[src/rtl/button_press_decoder.sv]
// Turns a debounced button level into one-cycle stopwatch command pulses
// (down, short, long, repeat) plus a held level; all outputs are registered.
module button_press_decoder #(
  parameter int LONG_TICKS   = 1000,
  parameter int REPEAT_TICKS = 200,
  parameter int CNT_W        = 16
) (
  input  logic clk,
  input  logic rst,
  input  logic tick,
  input  logic btn,
  output logic down_pulse,
  output logic short_pulse,
  output logic long_pulse,
  output logic rpt_pulse,
  output logic held
);

  typedef enum logic [1:0] {
    WAIT_REL,
    IDLE,
    PRESSED,
    LONG
  } state_t;

  localparam logic [CNT_W-1:0] LONG_LAST = CNT_W'(LONG_TICKS - 1);
  localparam logic [CNT_W-1:0] RPT_LAST  = CNT_W'((REPEAT_TICKS == 0) ? 0 : REPEAT_TICKS - 1);
  localparam bit               RPT_EN    = (REPEAT_TICKS != 0);

  state_t           state;
  state_t           stateNext;
  logic [CNT_W-1:0] cnt;
  logic [CNT_W-1:0] cntNext;
  logic             downNext;
  logic             shortNext;
  logic             longNext;
  logic             rptNext;

  always_ff @(posedge clk) begin
    if (rst) begin
      state       <= WAIT_REL;
      cnt         <= '0;
      down_pulse  <= 1'b0;
      short_pulse <= 1'b0;
      long_pulse  <= 1'b0;
      rpt_pulse   <= 1'b0;
    end else begin
      state       <= stateNext;
      cnt         <= cntNext;
      down_pulse  <= downNext;
      short_pulse <= shortNext;
      long_pulse  <= longNext;
      rpt_pulse   <= rptNext;
    end
  end

  // Release is tested before any tick so it always beats a coincident threshold.
  always_comb begin
    stateNext = state;
    cntNext   = cnt;
    downNext  = 1'b0;
    shortNext = 1'b0;
    longNext  = 1'b0;
    rptNext   = 1'b0;
    unique case (state)
      WAIT_REL: begin
        if (!btn) stateNext = IDLE;
      end
      IDLE: begin
        if (btn) begin
          stateNext = PRESSED;
          cntNext   = '0;
          downNext  = 1'b1;
        end
      end
      PRESSED: begin
        if (!btn) begin
          stateNext = IDLE;
          shortNext = 1'b1;
        end else if (tick) begin
          if (cnt == LONG_LAST) begin
            stateNext = LONG;
            cntNext   = '0;
            longNext  = 1'b1;
          end else begin
            cntNext = cnt + 1'b1;
          end
        end
      end
      LONG: begin
        if (!btn) begin
          stateNext = IDLE;
        end else if (tick && RPT_EN) begin
          if (cnt == RPT_LAST) begin
            cntNext = '0;
            rptNext = 1'b1;
          end else begin
            cntNext = cnt + 1'b1;
          end
        end
      end
      default: stateNext = WAIT_REL;
    endcase
  end

  assign held = (state == PRESSED) || (state == LONG);

endmodule

[config.mk]
export PLATFORM = sky130hd
export DESIGN_NAME = button_press_decoder
export DESIGN_NICKNAME = d
export VERILOG_FILES = /design/src/rtl/button_press_decoder.sv
export SDC_FILE = /design/constraint.sdc
export NUM_CORES = 1
export LEC_CHECK = 0
export CAP_MARGIN = 30
export CORE_MARGIN = 2
export CORE_UTILIZATION = 45
export CTS_CLUSTER_DIAMETER = 50
export DETAILED_ROUTE_END_ITERATION = 6
export PLACE_DENSITY = 0.61
export SYNTH_ARGS = -nofsm -noshare
export SYNTH_HDL_FRONTEND = slang
export SYNTH_SLANG_ARGS = --single-unit
[constraint.sdc]
create_clock -name clk -period 2.1 [get_ports clk]
set_input_delay 0.525 -clock clk [delete_from_list [all_inputs] [get_ports clk]]
set_output_delay 0.525 -clock clk [all_outputs]
set_load 0.02 [all_outputs]
# After elaboration in Yosys (flattened, before gate mapping)
# Cells that the tools add are included.
# totals
out_inout_bits	5
in_bits	4
wordCells	53
reg_bits	22
# op_classes
reduce_logical	10
n_addsub	1
bitwise_logic	5
muxes	18
eq_ne	13
# op_table
operator	count
16-bit two-way mux	7
16-bit one-hot mux with 3 select lines	1
16-bit by 1-bit adder with 16-bit output (second input constant)	1
16-bit by 10-bit == test with 1-bit output (second input constant)	1
16-bit by 8-bit == test with 1-bit output (second input constant)	1
2-bit inequality test (second input constant)	6
2-bit two-way mux	5
4-bit OR reduction	2
3-bit inequality test (second input constant)	2
2-bit one-hot mux with 3 select lines	1
6-bit AND reduction	1
2-bit OR reduction	3
1-bit NOT	5
2-bit == test (second input constant)	2
1-bit two-way mux	4
4-bit AND reduction	1
3-bit nonzero test	1
2-bit by 1-bit == test with 1-bit output (second input constant)	1
2-bit logical NOT	1
1-bit logical OR	1

# Depth between registers and ports, before layout
# Gate-level depths: netlist (run 1).
# logic_depth
ltp_word	5
depth_mapped	8
depth_no_buf	7

# Least setup slack after synthesis (run 1)
# OpenSTA, ideal clock, no wires.
# synth_timing
path_type	register -> register
start	register state[0]
end	register cnt[3]
path_slack_ps	305
path_stages_with_launch	9
setup_ps	115
arrival_time_ps	1681
synth_period_minus_slack_ps	1795
path_buffers	1
path_cell_list	dfxtp_1 > inv_1 > ha_1 > nor2_1 > a22o_1 > nor2b_1 > a21o_4 > buf_6 > nor2_1
# synth_between
elab_chain_cells	3
word_cells_on_any_way	11
classes_between	8 x eq/ne; 1 x mux; 2 x reduce/logical
# synth_rtl
element	line	text
from (decl)	30	state_t state;
from (signal assigned)	48	state <= stateNext;
2-bit == test or 2-bit by 1-bit == test with 1-bit output (tied branches)	65	unique case (state)
2-bit inequality test (no source line) or 3-bit nonzero test (tied branches)	-	
6-bit AND reduction (no source line)	-	
to (signal assigned)	49	cnt <= cntNext;
to (decl)	32	logic [CNT_W-1:0] cnt;
# Parallel ways exist; a longest one is shown, timed or not.
# A chain may end at the register's enable or synchronous reset.

# Final worst setup path (run 1)
# layout_timing
start	register state[0]
end	output held
# layout_between
elab_chain_cells	2
word_cells_on_any_way	3
classes_between	2 x eq/ne; 1 x reduce/logical
# layout_rtl
element	line	text
2-bit == test	106	assign held = (state == PRESSED) || (state == LONG);
1-bit logical OR *	106	
to (decl)	16	output logic held
# Mark *: on every way between the ends. The rest lies on a longest branch, timed or not.

==> run metrics, run 1 <==
ratio of cells with drive above 1 in the final layout 14.65%; aggregate routed wire length ~2500 um; register bit count reported by yosys 22; Design Area, Final 1444 um2; mean instance size in the synthesized netlist 9.023 um2; series of cell instances along the critical path inv_1 > ha_1 > nor2_1 > inv_1 > dlygate4sd2_1; final net count 169; antenna violations before repair 0; hold slack 0.5156 ns; endpoints failing hold 0; starting utilization of the core area between 40% and 50%; max_slew headroom 76.50%; core outline area roughly 2700 um2; final setup fails 0; crit path max fanout 4; Synth Instances 137; required time reported for the critical path endpoint 1.57 ns; number of search-and-repair iterations in the first detailed-routing pass 4; global-route wire length before repair 4491 um; critical path capture point type primary output; total clock buffers created by CTS 3; path type of the worst min-delay path reg2reg; unrepaired setup endpoints after global routing no; layout overhead on the synthesized area 16.80%; kind of launch point of the worst setup path flip-flop; clock buffer depth 2; final worst path period share 94.79%; worst setup skew after layout 0.001368 ns; power density of the placed cells 755.4 nW/um2; sequential area share after synthesis 35.63%; syn_nets 147; leakage power summed over all cells 0.5640 nW; leftover overflow at the end of global routing 0; clock transition at the registers of the reported paths 0.11 ns; total of hold buffers inserted after clock tree synthesis 0; Die Span X 56.41 um; Vias per Instance 5.388; Total Die Area 3182 um2; Worst Tran Pin Value 0.3478 ns; vias in the first global route 993; DRC viols 0; cell mode on critical path sky130_fd_sc_hd__inv_1; result of the run complete, no violations; number of I/O port buffers 8; Antenna Diode Count 0; count of pins over their slew limit 0; arrival time at the worst endpoint about 1.5 ns; CTS sink cnt 22; peak ir drop on the vdd network 0.5751 mV; EDFF count, synth 0; synth warn 0; Tmin final 1.991 ns; Setup CP Type reg2out; setup bufs post-CTS 0; critical path's largest stage delay 0.37 ns; library cells used by synthesis 39; routed length per instance between 10 and 15 um; remaining antenna violation count 0; estimated wirelength of the detail-placed design 1937 um; clock tree from TritonCTS yes; CP max stage cell sky130_fd_sc_hd__dfxtp_2; share of async-settable or async-resettable flops after synthesis 0%; area after detailed placement 1421 um2; combined global-route utilization of all metal layers approximately 18%; number of rows created at floorplan 19; Via Count 1013; count of H-tree levels built during CTS 1; number of top-level design ports 9; Post-Syn Area around 1200 um2; initial detailed-routing violation count 51; maximum clock rate 502.4 MHz; # Max-Cap Violations 0; clk_lat worst skew 0.30 ns; cell at the root of the clock tree sky130_fd_sc_hd__clkbuf_4; routability congestion estimate from global placement 0.8073; largest net degree at the start of global routing 17; die extent in y 56.41 um; primary flip-flop cell chosen by synthesis mapping sky130_fd_sc_hd__dfxtp_1
## worst paths after layout
path,from,endpoint,slack [ns],cells past startpoint
worst min register to register,state[0]$_SDFFE_PP0P_,state[0]$_SDFFE_PP0P_,0.52,2
worst max-delay path,state[0]$_SDFFE_PP0P_,held,0.11,5
worst min-delay path,state[0]$_SDFFE_PP0P_,state[0]$_SDFFE_PP0P_,0.52,2
worst max register to register,state[1]$_SDFFE_PP0P_,cnt[8]$_SDFFE_PP0P_,0.25,6
## kinds of logic (layout without fill, tap and decap cells)
logic type               count (synthesis)  count (layout)  synth area share (%)
adder cells (fa/ha/maj)                  6               6                 6.073
multiplexers                             1               1                0.8097
XOR/XNOR                                13              13                 9.211
buffers and inverters                    8              28                 3.137
AND/OR/NAND/NOR                         74              74                 36.54
AO/OA/AOI/OAI                           13              13                 8.603
flip-flops                              22              22                 35.63
## routing by layer
metal	vias to the layer above	wire length, um	global-route usage [%]	part of all wire [%]
met5	-	0	0	0
met4	0	17	5.102	0.69
met3	2	59	5.530	2.4
met2	8	1208	29.24	49
met1	469	1174	23.03	48
li1	534	-	-	-
## final cells by class
cell class,instances,area (um2)
Tap cell,31,38.79
Multi-Input combinational cell,107,757.0
Fill cell,264,1242
Clock buffer,3,22.52
Inverter,6,22.52
Timing Repair Buffer,19,161.4
Sequential cell,22,441.7
## worst max-delay path: cells and delay by family, from the launching register on
family	cells	cell delay, ns
flip-flops	1	0.37
AND/OR/NAND/NOR	1	0.16
buffers and inverters	3	0.42
adder cells (fa/ha/maj)	1	0.20
## cells in the mapped netlist (all sizes together), types with 2 or more instances
| master | number | area, um2 |
|---|---|---|
| dfxtp | 22 | 440.4 |
| nor2 | 21 | 78.83 |
| nand2 | 12 | 50.05 |
| xor2 | 10 | 87.58 |
| and3 | 6 | 37.54 |
| ha | 6 | 75.07 |
| inv | 6 | 22.52 |
| nand4 | 5 | 31.28 |
| nand3 | 4 | 20.02 |
| nand2b | 3 | 18.77 |
| nand4b | 3 | 26.28 |
| nor4 | 3 | 46.29 |
| xnor2 | 3 | 26.28 |
| a21o | 2 | 22.52 |
| a311oi | 2 | 17.52 |
| a31oi | 2 | 12.51 |
| and3b | 2 | 17.52 |
| and4b | 2 | 20.02 |
| buf | 2 | 16.26 |
| nand3b | 2 | 15.01 |
| nor2b | 2 | 12.51 |
| nor3b | 2 | 15.01 |
| nor4bb | 2 | 20.02 |
| o21ai | 2 | 10.01 |
## power by group
group | total, mW | internal [mW] | switching, mW | leakage, nW
sequential | 0.482 | 0.450 | 0.0316 | 0.178
combinational | 0.423 | 0.189 | 0.234 | 0.372
clock | 0.186 | 0.0670 | 0.119 | 0.0138
total | 1.09 | 0.706 | 0.385 | 0.564
## cells in the final DEF, fill, tap and decap left out, types with 2 or more instances in the layout
cell / instances
sky130_fd_sc_hd__buf_4: 11
sky130_fd_sc_hd__and3_1: 6
sky130_fd_sc_hd__clkbuf_4: 3
sky130_fd_sc_hd__xnor2_1: 3
sky130_fd_sc_hd__and4b_1: 2
sky130_fd_sc_hd__nand2b_1: 3
sky130_fd_sc_hd__nand4_1: 5
sky130_fd_sc_hd__nand2_1: 10
sky130_fd_sc_hd__o21ai_0: 2
sky130_fd_sc_hd__and3b_1: 2
sky130_fd_sc_hd__nand3b_1: 2
sky130_fd_sc_hd__a31oi_1: 2
sky130_fd_sc_hd__dfxtp_1: 21
sky130_fd_sc_hd__nor2b_1: 2
sky130_fd_sc_hd__nor4bb_1: 2
sky130_fd_sc_hd__nand2_2: 2
sky130_fd_sc_hd__inv_1: 6
sky130_fd_sc_hd__nand4b_1: 3
sky130_fd_sc_hd__a311oi_1: 2
sky130_fd_sc_hd__ha_1: 6
sky130_fd_sc_hd__nand3_1: 4
sky130_fd_sc_hd__nor3b_1: 2
sky130_fd_sc_hd__clkdlybuf4s50_1: 7
sky130_fd_sc_hd__nor2_1: 21
sky130_fd_sc_hd__xor2_1: 10
sky130_fd_sc_hd__nor4_2: 2
## state kept, by name, indices dropped and copies added (netlist names)
name,count
state,2
down_pulse,1
cnt,16
rpt_pulse,1
short_pulse,1
long_pulse,1
## stage by stage
step	TNS, ns	setup slack (ns)	utilization, %	cells	power (mW)
floorplan	0	0.3046	-	137	0.7903
global placement	-0.06613	-0.03357	52.91	185	0.9159
detailed placement	-0.4078	-0.08254	52.91	185	0.9206
CTS	0	0.02898	53.70	188	1.106
global route	0	0.008199	53.75	188	1.169
finish	0	0.1095	53.75	188	1.091
## what timing repair did
action,4_1_cts,5_1_grt
resized for setup,1,1
endpoints found under the setup margin,1,1
pin swaps,0,0
Note: power is estimated with default switching activity, not from simulation.
==> run 2: changes to the inputs <==
CORE_UTILIZATION = 35   (was 45)
PLACE_DENSITY = 0.49   (was 0.61)
==> run 2 against run 1 <==
Clock skew rose by 0.0033 ns. First-iteration DRC count fell by 18%. Wire length rose by 11%. Global-route usage fell by 3.2 points. Non-clock buffer count did not move. Die area rose by 26%.
==> run metrics, run 2 (synthesized netlist as in run 1, its figures left out) <==
core outline area 3363 um2 (+25%); final cell count without fillers 204 (+8.5%); number of rows created at floorplan 21 (+2); setup bufs post-CTS 0 (unchanged); global-route wire length before repair 4836 um (+7.7%); ratio of cells with drive above 1 in the final layout 15.19% (+0.54 points); number of top-level design ports 9 (unchanged); post-layout total power 1.159 mW (+6.2%); vias in the first global route 993 (unchanged); required time reported for the critical path endpoint 1.57 ns (about the same); arrival time at the worst endpoint 1.46 ns (about the same); destination of the worst register-to-register timing path cnt[8]$_SDFFE_PP0P_; max_slew headroom 78.24% (+1.7 points); antenna violations before repair 0 (unchanged); kind of launch point of the worst setup path flip-flop; Via Count 1020 (+0.69%); die extent in y 63.43 um (+12%); # Max-Cap Violations 0 (unchanged); routed length per instance 13.42 um (+2.6%); routability congestion estimate from global placement 0.8541 (+5.8%); peak ir drop on the vdd network 0.3929 mV (-32%); crit path max fanout 4 (unchanged); Regs by FF count cnt: 16 flops, state: 2 flops; final setup fails 0 (unchanged); final net count 169 (unchanged); Die Span X 63.43 um (+12%); Total Die Area 4023 um2 (+26%); clock buffer depth 2 (unchanged); aggregate routed wire length 2738 um (+11%); number of placed instances with taps included 200 (+8.1%); sum of negative setup slack 0 ns (unchanged); clk_lat worst skew 0.31 ns (about the same); worst-case reg-to-reg path depth 6 (unchanged); DRC viols 0 (unchanged); area after detailed placement 1440 um2 (+1.3%); crit path setup slack, layout 0.1145 ns (+0.004995 ns); starting utilization of the core area 36.76% (-9.3 points); GR met3 Demand/Resource 2.500% (-3.0 points); CTS sink cnt 22 (unchanged); instance count along the most critical hold path 2 (unchanged); endpoints failing hold 0 (unchanged); Hold Crit Start state[0]$_SDFFE_PP0P_; Worst Tran Pin Value 0.3237 ns (-0.02410 ns); path type of the worst min-delay path reg2reg; Vias per Instance 5.000 (-7.2%); Tmin final 1.986 ns (-0.004995 ns); count of pins over their slew limit 0 (unchanged); unrepaired setup endpoints after global routing no; total clock buffers created by CTS 3 (unchanged); leftover overflow at the end of global routing 0 (unchanged); Post-Place Worst Slack -0.1275 ns (-0.04499 ns); result of the run complete, no violations; leakage power summed over all cells 0.5712 nW (+1.3%); combined global-route utilization of all metal layers 14.83% (-3.2 points); register name with the most flops cnt; Design Area, Final 1476 um2 (+2.3%); clock transition at the registers of the reported paths 0.13 ns (+0.02 ns); final worst path period share 94.55% (-0.24 points); Setup CP Type reg2out; global-route met1 utilization 20.64% (-2.4 points); Worst Setup SP state[0]$_SDFFE_PP0P_; power density of the placed cells 784.8 nW/um2 (+3.9%); highest-utilization routing layer at the global route stage met2; critical path capture point type primary output; largest net degree at the start of global routing 17 (unchanged); worst setup skew after layout 0.004702 ns (+0.003334 ns); RR Startpoint state[1]$_SDFFE_PP0P_; setup slack of the worst register-to-register path 0.23 ns (-0.02 ns); initial detailed-routing violation count 42 (-18%); count of H-tree levels built during CTS 1 (unchanged); remaining antenna violation count 0 (unchanged); number of flip-flops under the largest register name 16 (unchanged); GR Util met2 23.42% (-5.8 points); clock tree from TritonCTS yes; layout overhead on the synthesized area 19.43%; hold slack 0.5287 ns (+0.01310 ns); Antenna Diode Count 0 (unchanged); number of search-and-repair iterations in the first detailed-routing pass 4 (unchanged); cell at the root of the clock tree sky130_fd_sc_hd__clkbuf_4; Post-Route Utilization 43.90% (-9.9 points); commonest non-fill, non-tap cells in the layout sky130_fd_sc_hd__nor2_1 (21), sky130_fd_sc_hd__dfxtp_1 (21), sky130_fd_sc_hd__buf_4 (11), sky130_fd_sc_hd__nand2_1 (10), sky130_fd_sc_hd__xor2_1 (10); estimated wirelength of the detail-placed design 2071 um (+6.9%); number of I/O port buffers 8 (unchanged); maximum clock rate 503.6 MHz (+0.25%); sink of the worst hold path state[0]$_SDFFE_PP0P_
-- run 2: changes by cell type in the layout (fill, tap and decap cells not counted) --
cell                       previous run  this run
sky130_fd_sc_hd__clkbuf_8             0         1
-- run 2: power by group --
group,internal [mW],leakage (nW),switching [mW]
registers,0.450,0.178,0.0324
clock network,0.106,0.0210,0.138
logic,0.189,0.372,0.242
total,0.746,0.571,0.413
-- run 2: per-layer routing --
metal,vias up,wire length (um)
met5,-,0
met4,0,18
met3,2,49
met2,7,1287
met1,479,1383
li1,532,-
-- run 2: worst max-delay path: stages (launching register included) --
cell and delay (ns):
sky130_fd_sc_hd__dfxtp_2 0.38, sky130_fd_sc_hd__inv_1 0.06, sky130_fd_sc_hd__ha_1 0.21, sky130_fd_sc_hd__nor2_1 0.14
sky130_fd_sc_hd__inv_1 0.05, sky130_fd_sc_hd__dlygate4sd2_1 0.31
-- run 2: cell type report --
cell class / count / area, um2
Clock buffer: 4 / 36.28
Fill cell: 362 / 1887
Sequential cell: 22 / 441.7
Inverter: 6 / 22.52
Multi-Input combinational cell: 107 / 757.0
Timing Repair Buffer: 19 / 161.4
Tap cell: 46 / 57.56
-- run 2: what timing repair did --
item,CTS,global route
resized for setup,1,1
gates cloned,0,0
setup endpoints to repair,1,1
hold buffers,0,0
hold endpoints to repair,0,0
-- run 2: how the worst max path moves through the flow --
stage	endpoint	slack (ns)	cells past startpoint
final	held	0.11	5
after floorplan	cnt[3]$_SDFFE_PP0P_	0.30	8
after CTS	held	0.04	5
after detailed placement	cnt[1]$_SDFFE_PP0P_	-0.13	7
after global routing	held	0.02	5
after global placement	cnt[1]$_SDFFE_PP0P_	-0.02	7
==> run 3: changes to the inputs <==
clock period = 2.5 ns   (was 2.1 ns; I/O delays follow)
==> run 3 against run 2 <==
Cell area down 2.9%. Total power fell by 16%. Sequential power is 16% lower. Critical path type unchanged. Clock-buffer cell count is the same. Global-route usage increased by 0.39 points. Core utilization fell by 1.3 points. Via count decreased by 1.5%. Wire length is 1.1% lower. Combinational power decreased by 15%. Largest cell class unchanged. First-iteration DRC count increased by 12%.
==> run metrics, run 3 (synthesized netlist as in run 1, its figures left out) <==
leftover overflow at the end of global routing 0 (unchanged); # Max-Cap Violations 0 (unchanged); register name with the most flops cnt; routability congestion estimate from global placement 0.8776 (+2.8%); Die Span X 63.43 um (unchanged); Antenna Diode Count 0 (unchanged); sink of the worst hold path cnt[9]$_SDFFE_PP0P_; Regs by FF count cnt: 16 flops, state: 2 flops; number of search-and-repair iterations in the first detailed-routing pass 4 (unchanged); area used by sequential logic in the layout 440.4 um2 (-0.28%); setup bufs post-CTS 0 (unchanged); number of I/O port buffers 8 (unchanged); starting utilization of the core area 36.76% (unchanged); global-route met1 utilization 21.12% (+0.49 points); endpoints failing hold 0 (unchanged); highest-utilization routing layer at the global route stage met2; critical path capture point type primary output; final net count 163 (-3.6%); Design Area, Final 1434 um2 (-2.9%); series of cell instances along the critical path inv_1 > ha_1 > nor2_1 > inv_1 > clkdlybuf4s50_1; sum of negative setup slack 0 ns (unchanged); estimated wirelength of the detail-placed design 1991 um (-3.8%); combined global-route utilization of all metal layers 15.21% (+0.39 points); crit path max fanout 4 (unchanged); Worst Tran Pin Value 0.6570 ns (+0.3333 ns); path type of the worst min-delay path reg2reg; Post-Place Worst Slack 0.2279 ns (+0.3555 ns); vias in the first global route 1015 (+2.2%); area after detailed placement 1395 um2 (-3.1%); final worst path period share 94.90%; clock tree from TritonCTS yes; critical path's largest stage delay 0.53 ns (+0.15 ns); clock transition at the registers of the reported paths 0.13 ns (about the same); core outline area 3363 um2 (unchanged); crit path setup slack, layout 0.1275 ns (+0.01305 ns); count of H-tree levels built during CTS 1 (unchanged); GR met3 Demand/Resource 2.143% (-0.36 points); Vias per Instance 5.076 (+1.5%); Tmin final 2.372 ns; DRC viols 0 (unchanged); total area of multi-input combinational cells 759.5 um2 (+0.33%); Hold Crit Start cnt[9]$_SDFFE_PP0P_; setup slack of the worst register-to-register path 0.48 ns (+0.25 ns); worst setup skew after layout 0.004183 ns (-0.0005193 ns); leading cell type in the layout, fill and taps excluded sky130_fd_sc_hd__dfxtp_1; clock buffer depth 2 (unchanged); routed length per instance 13.68 um (+1.9%); Total Die Area 4023 um2 (unchanged); aggregate routed wire length 2709 um (-1.1%); GR Util met2 23.82% (+0.39 points); kind of launch point of the worst setup path flip-flop; initial detailed-routing violation count 47 (+12%); largest net degree at the start of global routing 17 (unchanged); total of hold buffers inserted after clock tree synthesis 0 (unchanged); clk_lat worst skew 0.31 ns (about the same); worst-case reg-to-reg path depth 6 (unchanged); power density of the placed cells 680.4 nW/um2 (-13%); global-route wire length before repair 4878 um (+0.87%); required time reported for the critical path endpoint 1.88 ns (+0.31 ns); remaining antenna violation count 0 (unchanged); cell mode on critical path sky130_fd_sc_hd__inv_1; cts repair resizes 0 (-1); RR Startpoint state[0]$_SDFFE_PP0P_; layout overhead on the synthesized area 15.99%; maximum clock rate 421.5 MHz; unrepaired setup endpoints after global routing no; commonest non-fill, non-tap cells in the layout sky130_fd_sc_hd__dfxtp_1 (22), sky130_fd_sc_hd__nor2_1 (21), sky130_fd_sc_hd__nand2_1 (10), sky130_fd_sc_hd__xor2_1 (10), sky130_fd_sc_hd__clkdlybuf4s50_1 (8); number of top-level design ports 9 (unchanged); final setup fails 0 (unchanged); peak ir drop on the vdd network 0.3154 mV (-20%); number of fill cells in the layout 390 (+7.7%); Via Count 1005 (-1.5%); number of flip-flops under the largest register name 16 (unchanged); max_slew headroom 55.84% (-22 points); number of rows created at floorplan 21 (unchanged); antenna violations before repair 0 (unchanged); leakage power summed over all cells 0.5348 nW (-6.4%); instance count along the most critical hold path 2 (unchanged); total clock buffers created by CTS 3 (unchanged); count of pins over their slew limit 0 (unchanged); ratio of cells with drive above 1 in the final layout 11.84% (-3.3 points); destination of the worst register-to-register timing path cnt[8]$_SDFFE_PP0P_; Setup CP Type reg2out; cell at the root of the clock tree sky130_fd_sc_hd__clkbuf_4; Post-Route Utilization 42.63% (-1.3 points); arrival time at the worst endpoint 1.75 ns (+0.29 ns); CP max stage cell sky130_fd_sc_hd__clkdlybuf4s50_1; hold slack 0.5626 ns (+0.03384 ns); result of the run complete, no violations; CTS sink cnt 22 (unchanged); die extent in y 63.43 um (unchanged)
[run 3: cell count changes in the layout (fill, tap and decap cells not counted), sizes merged]
cell	change
buf	-6
clkdlybuf4s50	+1
dlygate4sd2	-1
[run 3: final cells by class]
type | count | share of cell area (%)
well taps | 46 | 4.014
multi-input cells | 107 | 52.97
clock buffers | 4 | 2.531
inverters | 6 | 1.571
repair buffers | 13 | 8.202
flip-flops and latches | 22 | 30.72
[run 3: metal layers]
metal | wire [um] | up-vias | part of all wire, %
met4 | 23 | 0 | 0.85
li1 | - | 514 | -
met3 | 37 | 2 | 1.4
met5 | 0 | - | 0
met1 | 1431 | 486 | 53
met2 | 1216 | 3 | 45
[run 3: how the worst max path moves through the flow]
stage,startpoint,end,slack [ns]
CTS,state[0]$_SDFFE_PP0P_,held,0.10
global route,state[0]$_SDFFE_PP0P_,held,0.002
global placement,btn,cnt[1]$_SDFFE_PP0P_,0.26
finish,state[0]$_SDFFE_PP0P_,held,0.13
floorplan,state[0]$_SDFFE_PP0P_,cnt[3]$_SDFFE_PP0P_,0.70
detailed placement,btn,cnt[1]$_SDFFE_PP0P_,0.23
[run 3: where the power goes]
group	switching (mW)	total, mW	internal [mW]	leakage [nW]
registers	0.0282	0.405	0.377	0.178
logic	0.208	0.369	0.161	0.336
clock network	0.112	0.201	0.0889	0.0210
[run 3: worst max-delay path, delay by kind of cell (launching register included)]
kind / cells / cell delay, ns
flops: 1 / 0.41
simple gates: 1 / 0.14
buf+inv: 3 / 0.66
fa+ha+maj: 1 / 0.21
[run 3: per-stage QoR]
step | cells | power, mW
3_5_place_dp | 194 | 0.7816
5_1_grt | 198 | 1.046
2_1_floorplan | 137 | 0.6639
4_1_cts | 198 | 0.9861
3_3_place_gp | 194 | 0.7713
6_report | 198 | 0.9756
